==> config.mk <==
export PLATFORM = sky130hd
export DESIGN_NAME = myo_spi_slave
export DESIGN_NICKNAME = d
export VERILOG_FILES = /design/src/rtl/myo_spi_pkg.sv /design/src/rtl/myo_spi_sync_edge.sv /design/src/rtl/myo_spi_slave.sv
export SDC_FILE = /design/constraint.sdc
export NUM_CORES = 1
export LEC_CHECK = 0
export ABC_AREA = 1
export BUFFER_PORTS_ARGS = -buffer_cell sky130_fd_sc_hd__buf_2
export CAP_MARGIN = 30
export CORE_MARGIN = 3
export CORE_UTILIZATION = 41
export DETAILED_ROUTE_END_ITERATION = 12
export PLACE_DENSITY = 0.69
export SLEW_MARGIN = 20
export SYNTH_ARGS = -nofsm -noshare
export SYNTH_HDL_FRONTEND = slang
export SYNTH_SLANG_ARGS = --single-unit
export TNS_END_PERCENT = 10
==> constraint.sdc <==
create_clock -name clock -period 1.85 [get_ports clock]
set_input_delay 0.37 -clock clock [delete_from_list [all_inputs] [get_ports clock]]
set_output_delay 0.37 -clock clock [all_outputs]
set_load 0.03 [all_outputs]
==> src/rtl/myo_spi_pkg.sv <==
// Shared constants and state encoding for the myo SPI slave.
// Build option: MYO_SPI_SLAVE_CHECKSUM_EN adds a ninth checksum word to every frame.
package myo_spi_pkg;

  localparam logic [15:0] MYO_SPI_HEADER    = 16'h8000;
  localparam int          MYO_SPI_WORD_BITS = 16;

`ifdef MYO_SPI_SLAVE_CHECKSUM_EN
  localparam int MYO_SPI_FRAME_WORDS = 9;
`else
  localparam int MYO_SPI_FRAME_WORDS = 8;
`endif

  localparam int MYO_SPI_FRAME_BITS = MYO_SPI_FRAME_WORDS * MYO_SPI_WORD_BITS;
  localparam int MYO_SPI_CNT_W      = 8;

  // Word positions inside a frame
  localparam logic [3:0] MYO_SPI_WORD_HEADER   = 4'd0;
  localparam logic [3:0] MYO_SPI_WORD_PWM_REF  = 4'd1;
  localparam logic [3:0] MYO_SPI_WORD_CHECKSUM = 4'd8;

  // Frame FSM encoding
  typedef logic [1:0] myo_spi_state_t;
  localparam myo_spi_state_t ST_IDLE   = 2'd0;
  localparam myo_spi_state_t ST_ACTIVE = 2'd1;
  localparam myo_spi_state_t ST_CHECK  = 2'd2;

endpackage

==> src/rtl/myo_spi_sync_edge.sv <==
// Two-flop synchronizer followed by an edge-detect stage for one SPI pin.
// All stages reset to 0, so a line that is already low when reset releases
// produces no falling edge; a line that is high produces a rising edge, which
// the frame logic ignores while idle.
module myo_spi_sync_edge (
  input  logic clock,
  input  logic reset_n,
  input  logic din,
  output logic rise,
  output logic fall
);

  logic meta_q, sync_q, prev_q;

  // Shift the pin through the synchronizer and one history stage
  always_ff @(posedge clock or negedge reset_n) begin
    if (!reset_n) begin
      meta_q <= 1'b0;
      sync_q <= 1'b0;
      prev_q <= 1'b0;
    end else begin
      meta_q <= din;
      sync_q <= meta_q;
      prev_q <= sync_q;
    end
  end

  assign rise = sync_q & ~prev_q;
  assign fall = ~sync_q & prev_q;

endmodule

==> src/rtl/myo_spi_slave.sv <==
// Motor-board SPI responder (CPOL=0, CPHA=1): receives the pwm reference and
// returns a coherent telemetry snapshot, oversampling the SPI pins in the
// system clock domain.
// Build option: MYO_SPI_SLAVE_CHECKSUM_EN appends/validates an XOR checksum word.
module myo_spi_slave
  import myo_spi_pkg::*;
#(
  parameter int CLOCK_SPEED_HZ = 50_000_000
) (
  input  logic               clock,
  input  logic               reset_n,
  input  logic               sck,
  input  logic               ss_n,
  input  logic               mosi,
  output logic               miso,
  output logic               miso_oe,
  input  logic signed [31:0] position,
  input  logic signed [15:0] velocity,
  input  logic signed [15:0] current,
  input  logic        [15:0] displacement,
  input  logic signed [15:0] sensor1,
  input  logic signed [15:0] sensor2,
  output logic signed [15:0] pwm_ref,
  output logic               pwm_valid,
  output logic               frame_error
);

  localparam int FB = MYO_SPI_FRAME_BITS;
  localparam logic [MYO_SPI_CNT_W-1:0] FRAME_BITS_C = MYO_SPI_CNT_W'(FB);
  localparam logic [MYO_SPI_CNT_W-1:0] CNT_LIMIT    = MYO_SPI_CNT_W'(FB + 1);

  // The clock rate only bounds the usable sck rate (clock/8)
  if (CLOCK_SPEED_HZ <= 0) begin : g_clock_rate_guard
  end

  logic sck_rise, sck_fall, ss_rise, ss_fall;
  logic mosi_meta, mosi_sync;

  myo_spi_sync_edge u_sck_sync (
    .clock   (clock),
    .reset_n (reset_n),
    .din     (sck),
    .rise    (sck_rise),
    .fall    (sck_fall)
  );

  myo_spi_sync_edge u_ss_sync (
    .clock   (clock),
    .reset_n (reset_n),
    .din     (ss_n),
    .rise    (ss_rise),
    .fall    (ss_fall)
  );

  // mosi needs only a synchronizer; it lines up with the synchronized sck
  always_ff @(posedge clock or negedge reset_n) begin
    if (!reset_n) begin
      mosi_meta <= 1'b0;
      mosi_sync <= 1'b0;
    end else begin
      mosi_meta <= mosi;
      mosi_sync <= mosi_meta;
    end
  end

  myo_spi_state_t            state;
  logic [FB-1:0]             tx_frame, tx_shift;
  logic [MYO_SPI_CNT_W-1:0]  bit_cnt;
  logic [15:0]               rx_shift, rx_word, header_q, staging_q;
  logic [3:0]                word_idx;
  logic                      word_done, frame_ok;
`ifdef MYO_SPI_SLAVE_CHECKSUM_EN
  logic [15:0]               rx_xor, rx_check;
`endif

  // Assemble the outgoing frame from the live telemetry
  always_comb begin
`ifdef MYO_SPI_SLAVE_CHECKSUM_EN
    tx_frame = {16'h0000, position, velocity, current, displacement, sensor1, sensor2,
                position[31:16] ^ position[15:0] ^ velocity ^ current ^
                displacement ^ sensor1 ^ sensor2};
`else
    tx_frame = {16'h0000, position, velocity, current, displacement, sensor1, sensor2};
`endif
  end

  // Word completion and end-of-frame validity
  always_comb begin
    rx_word   = {rx_shift[14:0], mosi_sync};
    word_idx  = bit_cnt[7:4];
    word_done = (bit_cnt[3:0] == 4'hF) && (bit_cnt < FRAME_BITS_C);
    frame_ok  = (bit_cnt == FRAME_BITS_C) && (header_q == MYO_SPI_HEADER);
`ifdef MYO_SPI_SLAVE_CHECKSUM_EN
    frame_ok  = frame_ok && (rx_xor == rx_check);
`endif
  end

  // Frame FSM: snapshot on select, shift both directions, validate on deselect
  always_ff @(posedge clock or negedge reset_n) begin
    if (!reset_n) begin
      state       <= ST_IDLE;
      tx_shift    <= '0;
      bit_cnt     <= '0;
      rx_shift    <= '0;
      header_q    <= '0;
      staging_q   <= '0;
      miso        <= 1'b0;
      miso_oe     <= 1'b0;
      pwm_ref     <= '0;
      pwm_valid   <= 1'b0;
      frame_error <= 1'b0;
`ifdef MYO_SPI_SLAVE_CHECKSUM_EN
      rx_xor      <= '0;
      rx_check    <= '0;
`endif
    end else begin
      pwm_valid   <= 1'b0;
      frame_error <= 1'b0;
      case (state)
        ST_IDLE: begin
          miso    <= 1'b0;
          miso_oe <= 1'b0;
          if (ss_fall) begin
            tx_shift  <= tx_frame;
            bit_cnt   <= '0;
            rx_shift  <= '0;
            header_q  <= '0;
            staging_q <= '0;
`ifdef MYO_SPI_SLAVE_CHECKSUM_EN
            rx_xor    <= '0;
            rx_check  <= '0;
`endif
            miso_oe   <= 1'b1;
            state     <= ST_ACTIVE;
          end
        end
        ST_ACTIVE: begin
          if (ss_rise) begin
            miso    <= 1'b0;
            miso_oe <= 1'b0;
            state   <= ST_CHECK;
          end else if (sck_rise) begin
            miso     <= tx_shift[FB-1];
            tx_shift <= {tx_shift[FB-2:0], 1'b0};
          end else if (sck_fall) begin
            rx_shift <= rx_word;
            if (bit_cnt != CNT_LIMIT) begin
              bit_cnt <= bit_cnt + 1'b1;
            end
            if (word_done) begin
              if (word_idx == MYO_SPI_WORD_HEADER) begin
                header_q <= rx_word;
              end
              if (word_idx == MYO_SPI_WORD_PWM_REF) begin
                staging_q <= rx_word;
              end
`ifdef MYO_SPI_SLAVE_CHECKSUM_EN
              if (word_idx < MYO_SPI_WORD_CHECKSUM) begin
                rx_xor <= rx_xor ^ rx_word;
              end else begin
                rx_check <= rx_word;
              end
`endif
            end
          end
        end
        ST_CHECK: begin
          pwm_valid   <= frame_ok;
          frame_error <= ~frame_ok;
          if (frame_ok) begin
            pwm_ref <= staging_q;
          end
          state <= ST_IDLE;
        end
        default: state <= ST_IDLE;
      endcase
    end
  end

endmodule
==> run metrics, run 1 <==
setup violators final=0; RSZ-0062 raised after global routing=true; Pint=10.3 mW; setup ws final=0.149 ns; Final #Nets=1461; Seq pwr share=between 40% and 50%; FMAX=588 MHz; footprint of the multi-input gates=0.00350 mm2; Area Overhead vs Synth=20.6%; CTS sink count=between 200 and 250; Final Hold Fails=0; critical register-to-register path endpoint=header_q[8]; dpl cells=around 1600; CP arrival=around 2.1 ns; Reg-to-Reg Start=state[1]; Final Skew=roughly 0.016 ns; largest cells by area after synthesis=dfrtp_1 (54%), nand2_1 (15%), o21ai_0 (11%); CTS Buffer Depth=3; Gate power share=around 25%; met3 wire len=between 1 and 1.5 mm; count of pins over their slew limit=0; worst slew pin tran=~0.52 ns; Switching Share=between 30% and 40%; hold worst-path end=tx_shift[0]; mux contribution to synthesized area=0%; Hold Path Class=primary input to flip-flop; Max IR drop VDD=a little over 0.0006 V; post-synth cell types=25; Setup WS pre-CTS=between 0.015 and 0.02 ns; CP Launch Type=flip-flop; hpwl dp=between 10 and 15 mm; power density over the cells=1270 mW/mm2; largest net degree at the start of global routing=75; DR iter-0 viols=505; Post-Synth Simple-Gate Area=a little over a fifth; CP required=2.25 ns; Pleak=just under 6 nW; clk slew on worst S/H paths=0.06 ns; Clk pwr share=32.3%; antenna diode count=0; Mapped Nets=between 1000 and 1500; register area share after synthesis=54.5%; Syn Area/Cell=~8 um2; synthesis-stage register bit count=approximately 210; power consumption=15.0 mW; Detail Route Antenna Nets=0; area fraction in compound gates after synthesis=roughly 14%; routability congestion estimate=just over 0.8; fill cell total of the finished layout=~2200; number of port buffers=136; Min Hold Slack=0.104 ns; post-DR vias/cell=~4.8; H-tree levels=1; core area=0.0231 mm2; WHS Path Cells=3; Die W=160 um; register area=about 0.0053 mm2; CTS tree=done; r2r setup slk=around 0.15 ns; via count=8019; mapped cell area=a little under 0.01 mm2; XOR/XNOR Fraction of Synth Area=0%; area share of the largest cell type after synthesis=a little over half; vias in the first global route=between 7000 and 8000; area share of fa/ha/maj cells after synthesis=0.384%; Warnings, synthesis=0; DR DRC count=0; CP endpoint kind=flip-flop; top_reg_cell synth=dfrtp_1; fin cells=between 1500 and 2000; worst-case reg-to-reg path depth=7; met2 wire length=9.16 mm; boundary pin count=137; Die ar.=approximately 0.026 mm2; Routed WL=~20 mm; WL/cell=between 10 and 15 um; largest family of logic cells by synthesized area=simple AND/OR/NAND/NOR gates; fraction of registers with async set/reset=100%; relative slew slack=between 60% and 70%; Pre-Repair DR Iteration Count=5; layout cells sized above 1=16.0%; Worst Path Max Fanout=51; MaxCap Viol Count=0; num rows=55; number of post-CTS setup repair buffers=0; sw power=about 4.7 mW; Yosys top cell by area=dfrtp_1; final cycle utilization of the critical path=92.0%; EDFF count, synth=0; Hold Path Origin=sensor2[0]; CTS buffer count=24; commonest non-fill, non-tap cell in the layout=nand2_1; root buf cell=clkbuf_16; first-pass GRT wire length=35.1 mm; Final min period=between 1.5 and 2 ns; initial antenna violation count=0; Die Height=between 150 and 200 um; gr usage total=between 15 and 20%; DR top layer=met4; Initial Util=42.4%; overflow left after global routing=0; most frequent cells in the layout=nand2_1 (378), dfrtp_1 (212), o21ai_0 (209), inv_1 (167), buf_2 (135); status=finished clean; clock latency on the worst-skew pair=approximately 0.52 ns; routed length on met1=9.77 mm; synthesized instance count=about 1200; final core utilization=between 50% and 60%; Setup Crit Path Kind=flip-flop to flip-flop
what timing repair did:
| action | in CTS | in global routing |
|---|---|---|
| hold buffers | 4 | 0 |
| setup endpoints to repair | 0 | 93 |
| endpoints found under the hold margin | 41 | 0 |
| resized for setup | 0 | 6 |
worst max-delay path, cell delays in order, from the launching register on:
cell,delay [ns]
dfrtp_1,0.43
nor2_1,0.12
nand3_1,0.20
nand2_1,0.19
buf_12,0.24
nand3_4,0.21
nand2_1,0.13
nand2_1,0.06
logic make-up (layout without fill, tap and decap cells):
kind of cell    after synthesis  after routing
simple gates                493            493
flops                       213            213
fa+ha+maj                     3              3
buf+inv                     242            380
compound gates              269            269
flip-flops by register name, summed over array words and instances, names as in the netlist:
register,flops
pwm_valid,1
miso_oe,1
pwm_ref,16
frame_error,1
u_sck_sync.sync_q,1
state,2
u_ss_sync.meta_q,1
tx_shift,128
u_ss_sync.prev_q,1
u_ss_sync.sync_q,1
u_sck_sync.meta_q,1
miso,1
mosi_sync,1
u_sck_sync.prev_q,1
rx_shift,15
header_q,16
mosi_meta,1
bit_cnt,8
staging_q,16
power groups by stage:
stage                     logic [mW]  registers, mW  clock network, mW
final                           3.76           6.38               4.83
after global routing            4.42           6.52               5.16
after CTS                       3.79           6.39               4.97
after detailed placement        3.74           6.46                  0
after global placement          3.65           6.41                  0
after floorplan                 2.72           6.36                  0
worst max-delay path by stage:
stage	startpoint	endpoint	slack, ns	cells after the start
final	state[1]	header_q[8]	0.15	7
after detailed placement	state[0]	header_q[5]	0.02	7
after global placement	state[0]	header_q[10]	0.12	7
after floorplan	bit_cnt[0]	pwm_ref[10]	0.27	8
after CTS	state[0]	header_q[8]	0.006	7
after global routing	state[0]	tx_shift[77]	-0.0009	8
synthesized netlist by cell type (3+ instances only):
cell / number
buf_2: 47
clkbuf_1: 23
o22ai_1: 16
nand2_2: 3
nor2_1: 39
dfrtp_1: 213
nand3_1: 13
nor2_2: 3
ha_1: 3
o21ai_1: 41
inv_1: 167
nand4_1: 50
nand2_1: 378
o21ai_0: 209
cell type report:
type	count	share of cell area (%)
Clock buffer	34	5.75
Clock inverter	9	1.19
Inverter	169	5.38
Multi-Input combinational cell	765	29.7
Sequential cell	213	45.2
Tap cell	313	3.32
Timing Repair Buffer	168	9.52
stage by stage:
stage	setup TNS (ns)	area [um2]
3_3_place_gp	0	10900
6_report	0	11800
4_1_cts	0	11800
2_1_floorplan	0	9780
5_1_grt	-0.000947	11800
3_5_place_dp	0	10900
metal layers:
metal	vias up	global-route usage (%)
li1	4117	-
met1	3706	23.2
met2	168	24.7
met3	28	2.71
met4	0	3.51
met5	-	0
Power figures use the tool's default switching activity.
==> inputs of run 2 (changes only) <==
PLACE_DENSITY = 0.72   (was 0.69)
clock period = 1.5 ns   (was 1.85 ns; I/O delays follow)
==> run 2 against run 1 <==
Net effect: the run now ends with setup timing left; clock power is 46% higher; sequential power is 24% higher; total power is 46% higher; sequential cell count stayed put; non-clock buffer count is 56 higher; maximum frequency is 8.5% higher; clock-buffer cell count is 3 lower; via count is 7.9% higher; clock skew is 0.0046 ns higher; critical path type unchanged; largest power group unchanged; highest routed layer unchanged.
==> run metrics, run 2 (synthesis results as in run 1) <==
status=complete, but fails checks; failing checks=setup timing; met2 usage=a little over a quarter; worst slew pin tran=0.396 ns; CTS sink count=around 210; Setup Crit Path Kind=flip-flop to flip-flop; Final min period=1.57 ns; RSZ-0062 raised after global routing=true; Final Instance Area=between 0.01 and 0.015 mm2; CP endpoint kind=flip-flop; clk slew on worst S/H paths=around 0.06 ns; Routed WL=about 24 mm; Area Overhead vs Synth=35.9%; via count=just under 9000; MaxCap Viol Count=0; Max IR drop VDD=between 0.001 and 0.0015 V; Die ar.=between 0.02 and 0.03 mm2; number of port buffers=approximately 140; max reg flops=about 130; fin cells=between 1500 and 2000; CTS tree=done; Gate power share=between 30% and 40%; Pre-Repair DR Iteration Count=5; most frequent cells in the layout=nand2_1 (344), dfrtp_1 (210), inv_1 (163), o21ai_0 (150), buf_2 (135); Die W=about 160 um; DR iter-0 viols=557; Final Skew=around 0.021 ns; Final #Nets=approximately 1500; Pint=roughly 15 mW; Seq pwr share=a little over a third; relative slew slack=around three quarters; setup violators final=133; Die Height=around 160 um; setup ws final=-0.0682 ns; met1 Use GR=between 20% and 30%; sw power=approximately 6.8 mW; antenna diode count=0; initial antenna violation count=0; overflow left after global routing=0; largest net degree at the start of global routing=61; Pleak=roughly 6.6 nW; setup TNS=-3.35 ns; CTS Buffer Depth=3; count of pins over their slew limit=0; H-tree levels=1; Clk pwr share=roughly a third; Detail Route Antenna Nets=0; FMAX=between 600 and 700 MHz; num rows=55; power density over the cells=~1600 mW/mm2; final core utilization=~58%; routability congestion estimate=0.797; root buf cell=clkbuf_16; layout cells sized above 1=24.3%; core area=roughly 0.023 mm2; CTS buffer count=24; fill cell total of the finished layout=between 1500 and 2000; CP Launch Type=flip-flop; post-DR vias/cell=~5.0; boundary pin count=137; Hold Path Class=primary input to flip-flop; CP arrival=~2 ns; DR DRC count=0; gr busiest metal=met2; Worst Path Max Fanout=14; WL/cell=around 14 um; Final Hold Fails=0; register with the most flip-flops=tx_shift; power consumption=around 22 mW; Switching Share=between 30% and 40%; grt met3 use=a little under 3%; dpl cells=about 1700; clock latency on the worst-skew pair=approximately 0.52 ns; Initial Util=a little over two fifths; commonest non-fill, non-tap cell in the layout=nand2_1; gr usage total=roughly 17%; hpwl dp=between 10 and 15 mm; vias in the first global route=approximately 8000; CP required=between 1.5 and 2 ns; final cycle utilization of the critical path=105%; first-pass GRT wire length=approximately 37 mm; dpl cell area=roughly 0.011 mm2
## run 2: cell count changes in the layout (fill, tap and decap cells not counted), moves of 12 or more
cell       change
buf_12        +13
buf_4         +12
clkbuf_16     +16
nand2_1       -34
nand2_2       +32
o21ai_0       -59
o21ai_1       +46
o21ai_2       +12
## run 2: final timing paths
kind	startpoint	to	slack (ns)	cells past startpoint
setup reg to reg	u_ss_sync.sync_q	tx_shift[39]	-0.07	10
max in group asynchronous	reset_n	tx_shift[17]	0.62	3
min in group asynchronous	reset_n	tx_shift[14]	0.30	2
hold reg to reg	u_sck_sync.meta_q	u_sck_sync.sync_q	0.35	0
setup / recovery	u_ss_sync.sync_q	tx_shift[39]	-0.07	10
hold / removal	sensor2[0]	tx_shift[0]	0.03	3
## run 2: per-stage QoR
| stage | setup slack (ns) | hold slack [ns] |
|---|---|---|
| detailed placement | -0.129 | 0.268 |
| global placement | -0.0605 | 0.269 |
| global route | -0.150 | 0.0249 |
| finish | -0.0682 | 0.0292 |
| CTS | -0.0710 | 0.00537 |
| floorplan | -0.00322 | 0.00441 |
## run 2: what timing repair did
action,CTS,global route
setup buffers,5,6
endpoints found under the hold margin,35,0
gates resized for setup,36,126
gates cloned,3,18
hold buffers,4,0
pin swaps,5,20
endpoints found under the setup margin,179,198
## run 2: power by group through the flow
stage / logic [mW] / registers [mW] / clock network (mW)
global route: 7.67 / 8.04 / 7.44
finish: 6.90 / 7.88 / 7.05
detailed placement: 5.12 / 7.95 / 0
CTS: 5.69 / 7.87 / 7.17
floorplan: 3.39 / 7.84 / 0
global placement: 4.98 / 7.89 / 0
## run 2: layout make-up
type | count | area [um2] | share of cell area [%]
Multi-Input combinational cell | 768 | 3800 | 28.6
Clock buffer | 31 | 667 | 5.02
Timing Repair Buffer | 224 | 2160 | 16.2
Inverter | 169 | 637 | 4.79
Clock inverter | 12 | 303 | 2.28
Tap cell | 313 | 392 | 2.95
Sequential cell | 213 | 5330 | 40.1
## run 2: worst max-delay path, cell delays in order (launching register included)
cell,delay (ns)
dfrtp_1,0.41
inv_2,0.07
nor2_4,0.18
nand2_2,0.07
inv_2,0.08
a21oi_4,0.04
buf_12,0.15
clkbuf_16,0.17
clkbuf_16,0.17
nand2_1,0.05
o21ai_0,0.07
## run 2: per-layer routing
layer	up-vias	share of wire [%]	wire [um]
met4	0	1.6	398
met2	285	47	11500
met5	-	0	0
met1	4075	44	10700
li1	4261	-	-
met3	29	6.7	1630
==> inputs of run 3 (changes only) <==
CORE_ASPECT_RATIO = 0.5   (was not set)
==> run 3 against run 2 <==
Net effect: the run still ends with setup timing left; clock-buffer cell count fell by 2; core utilization shrank 2.6 points; first-iteration DRC count up 20%; global-route usage is 0.34 points higher; non-clock buffer count fell by 5; sequential share of layout area up 1.7 points; worst setup slack got worse by 0.066 ns; final cell count shrank 1.1%; critical path type unchanged; largest cell class unchanged; highest routed layer unchanged.
==> run metrics, run 3 (synthesis results as in run 1) <==
Crit path max-delay family=buffers and inverters; highest cell delay on the worst timing path=around 0.42 ns; Reg-to-Reg Start=state[1]; clock latency on the worst-skew pair=0.51 ns; CTS buffer count=21; Pre-Repair DR Iteration Count=6; boundary pin count=approximately 140; routability congestion estimate=between 0.8 and 0.9; setup violators final=around 170; commonest non-fill, non-tap cell in the layout=nand2_1; CP arrival=between 2 and 2.5 ns; Final min period=between 1.5 and 2 ns; core area=0.0231 mm2; WL/cell=between 10 and 15 um; gr busiest metal=met2; crit path cell chain=nor2_1 > nand3_2 > a21oi_4 > buf_6 > clkbuf_16 > clkbuf_16 > nand2_1 > o21ai_0; vias in the first global route=~8000; fin cells=~1700; final cycle utilization of the critical path=109%; WHS Path Cells=3; Final #Nets=between 1500 and 2000; grt met3 use=slightly below 3%; Clk pwr share=roughly 28%; Detail Route Antenna Nets=0; RSZ-0062 raised after global routing=true; Seq pwr share=41.0%; r2r setup slk=-0.13 ns; relative slew slack=a little over two thirds; count of pins over their slew limit=0; post-DR vias/cell=between 4 and 5; first-pass GRT wire length=37.6 mm; Pleak=roughly 6.4 nW; Worst path depth=8; status=complete, but fails checks; Routed WL=around 24 mm; Crit path top cell by count=clkbuf_16; met2 usage=30.9%; CP Launch Type=flip-flop; CP endpoint kind=flip-flop; Min Hold Slack=0.0713 ns; FMAX=612 MHz; via count=8483; Max IR drop VDD=around 0.00084 V; largest net degree at the start of global routing=56; Final Hold Fails=0; sw power=around 6.3 mW; CP max stage cell=dfrtp_1; CTS Buffer Depth=3; CP bufs+invs=3; Switching Share=between 30 and 40%; DR iter-0 viols=667; initial antenna violation count=0; worst slew pin tran=between 0.4 and 0.5 ns; Worst Path Max Fanout=20; DR DRC count=0; crit path capture=tx_shift[42]; layout cells sized above 1=22.4%; MaxCap Viol Count=0; dpl cells=roughly 1600; setup TNS=-12.01 ns; max reg flops=about 130; num rows=39; gr usage total=around 17%; critical register-to-register path endpoint=tx_shift[42]; CTS tree=done; Die W=224 um; Final Skew=between 0.009 and 0.01 ns; clk slew on worst S/H paths=0.06 ns; Hold Path Class=primary input to flip-flop; register with the most flip-flops=tx_shift; H-tree levels=1; setup ws final=-0.134 ns; Area Overhead vs Synth=30.3%; hpwl dp=14.6 mm; Die ar.=~0.026 mm2; failing checks=setup timing; Initial Util=a little over two fifths; Pint=between 10 and 15 mW; antenna diode count=0; Gate power share=a little under a third; worst-case reg-to-reg path depth=8; overflow left after global routing=0; root buf cell=clkbuf_16; met1 Use GR=approximately 22%; CTS sink count=roughly 210; CP required=1.93 ns; Critical Path Source=state[1]; most frequent cells in the layout=nand2_1 (345), dfrtp_1 (210), o21ai_0 (169), inv_1 (164), buf_2 (135); Die Height=around 120 um; number of port buffers=approximately 140; Setup Crit Path Kind=flip-flop to flip-flop; power density over the cells=around 1500 mW/mm2
-- run 3: changes by cell type in the layout (fill, tap and decap cells not counted), sizes merged --
cell,delta
buf,-2
bufbuf,-1
bufinv,-7
clkbuf,-4
clkinv,+3
clkinvlp,-1
inv,+2
nand3,-1
nand4,-2
-- run 3: per-layer routing --
metal | part of all wire [%] | vias up
li1 | - | 4216
met1 | 44 | 4066
met2 | 51 | 168
met3 | 3.9 | 33
met4 | 1.7 | 0
met5 | 0 | -
-- run 3: power groups by stage --
stage                     clock network (mW)  logic [mW]  registers [mW]
final                                   5.39        5.93            7.88
after global placement                     0        4.84            7.91
after detailed placement                   0        5.03            7.98
after global routing                    5.76        6.77            8.03
after CTS                               5.51        5.23            7.88
after floorplan                            0        3.39            7.84
-- run 3: worst min path at each step --
| stage | startpoint | slack, ns | end |
|---|---|---|---|
| global route | sensor2[0] | 0.08 | tx_shift[0] |
| finish | sensor2[0] | 0.07 | tx_shift[0] |
| CTS | sensor2[0] | 0.03 | tx_shift[0] |
| global placement | reset_n | 0.28 | pwm_ref[6] |
| detailed placement | reset_n | 0.28 | pwm_ref[6] |
| floorplan | reset_n | 0.004 | bit_cnt[0] |
-- run 3: area by class of cell --
| cell class | instances | area [um2] |
|---|---|---|
| Clock buffer | 29 | 586 |
| Sequential cell | 213 | 5330 |
| Tap cell | 307 | 384 |
| Timing Repair Buffer | 219 | 2000 |
| Multi-Input combinational cell | 765 | 3700 |
| Inverter | 169 | 634 |
| Fill cell | 2075 | 10400 |
| Clock inverter | 9 | 109 |
-- run 3: tightest hold or removal path, cell delays in order --
cell,delay (ns)
buf_2,0.09
nand3_1,0.07
o21ai_1,0.08
-- run 3: what timing repair did --
action / 4_1_cts / 5_1_grt
setup endpoints to repair: 165 / 194
gates resized for setup: 16 / 112
gates cloned: 1 / 16
pin swaps: 1 / 5
hold endpoints to repair: 42 / 0
setup buffers: 2 / 8
hold buffers: 4 / 0
-- run 3: metrics by stage --
stage | setup slack [ns] | area (um2) | total power, mW | utilization [%]
3_5_place_dp | -0.148 | 11200 | 13.0 | 48.4
4_1_cts | -0.0724 | 12000 | 18.6 | 52.1
2_1_floorplan | -0.00322 | 9790 | 11.2 | -
5_1_grt | -0.205 | 12700 | 20.6 | 55.1
6_report | -0.134 | 12700 | 19.2 | 55.1
3_3_place_gp | -0.0589 | 11200 | 12.7 | 48.4
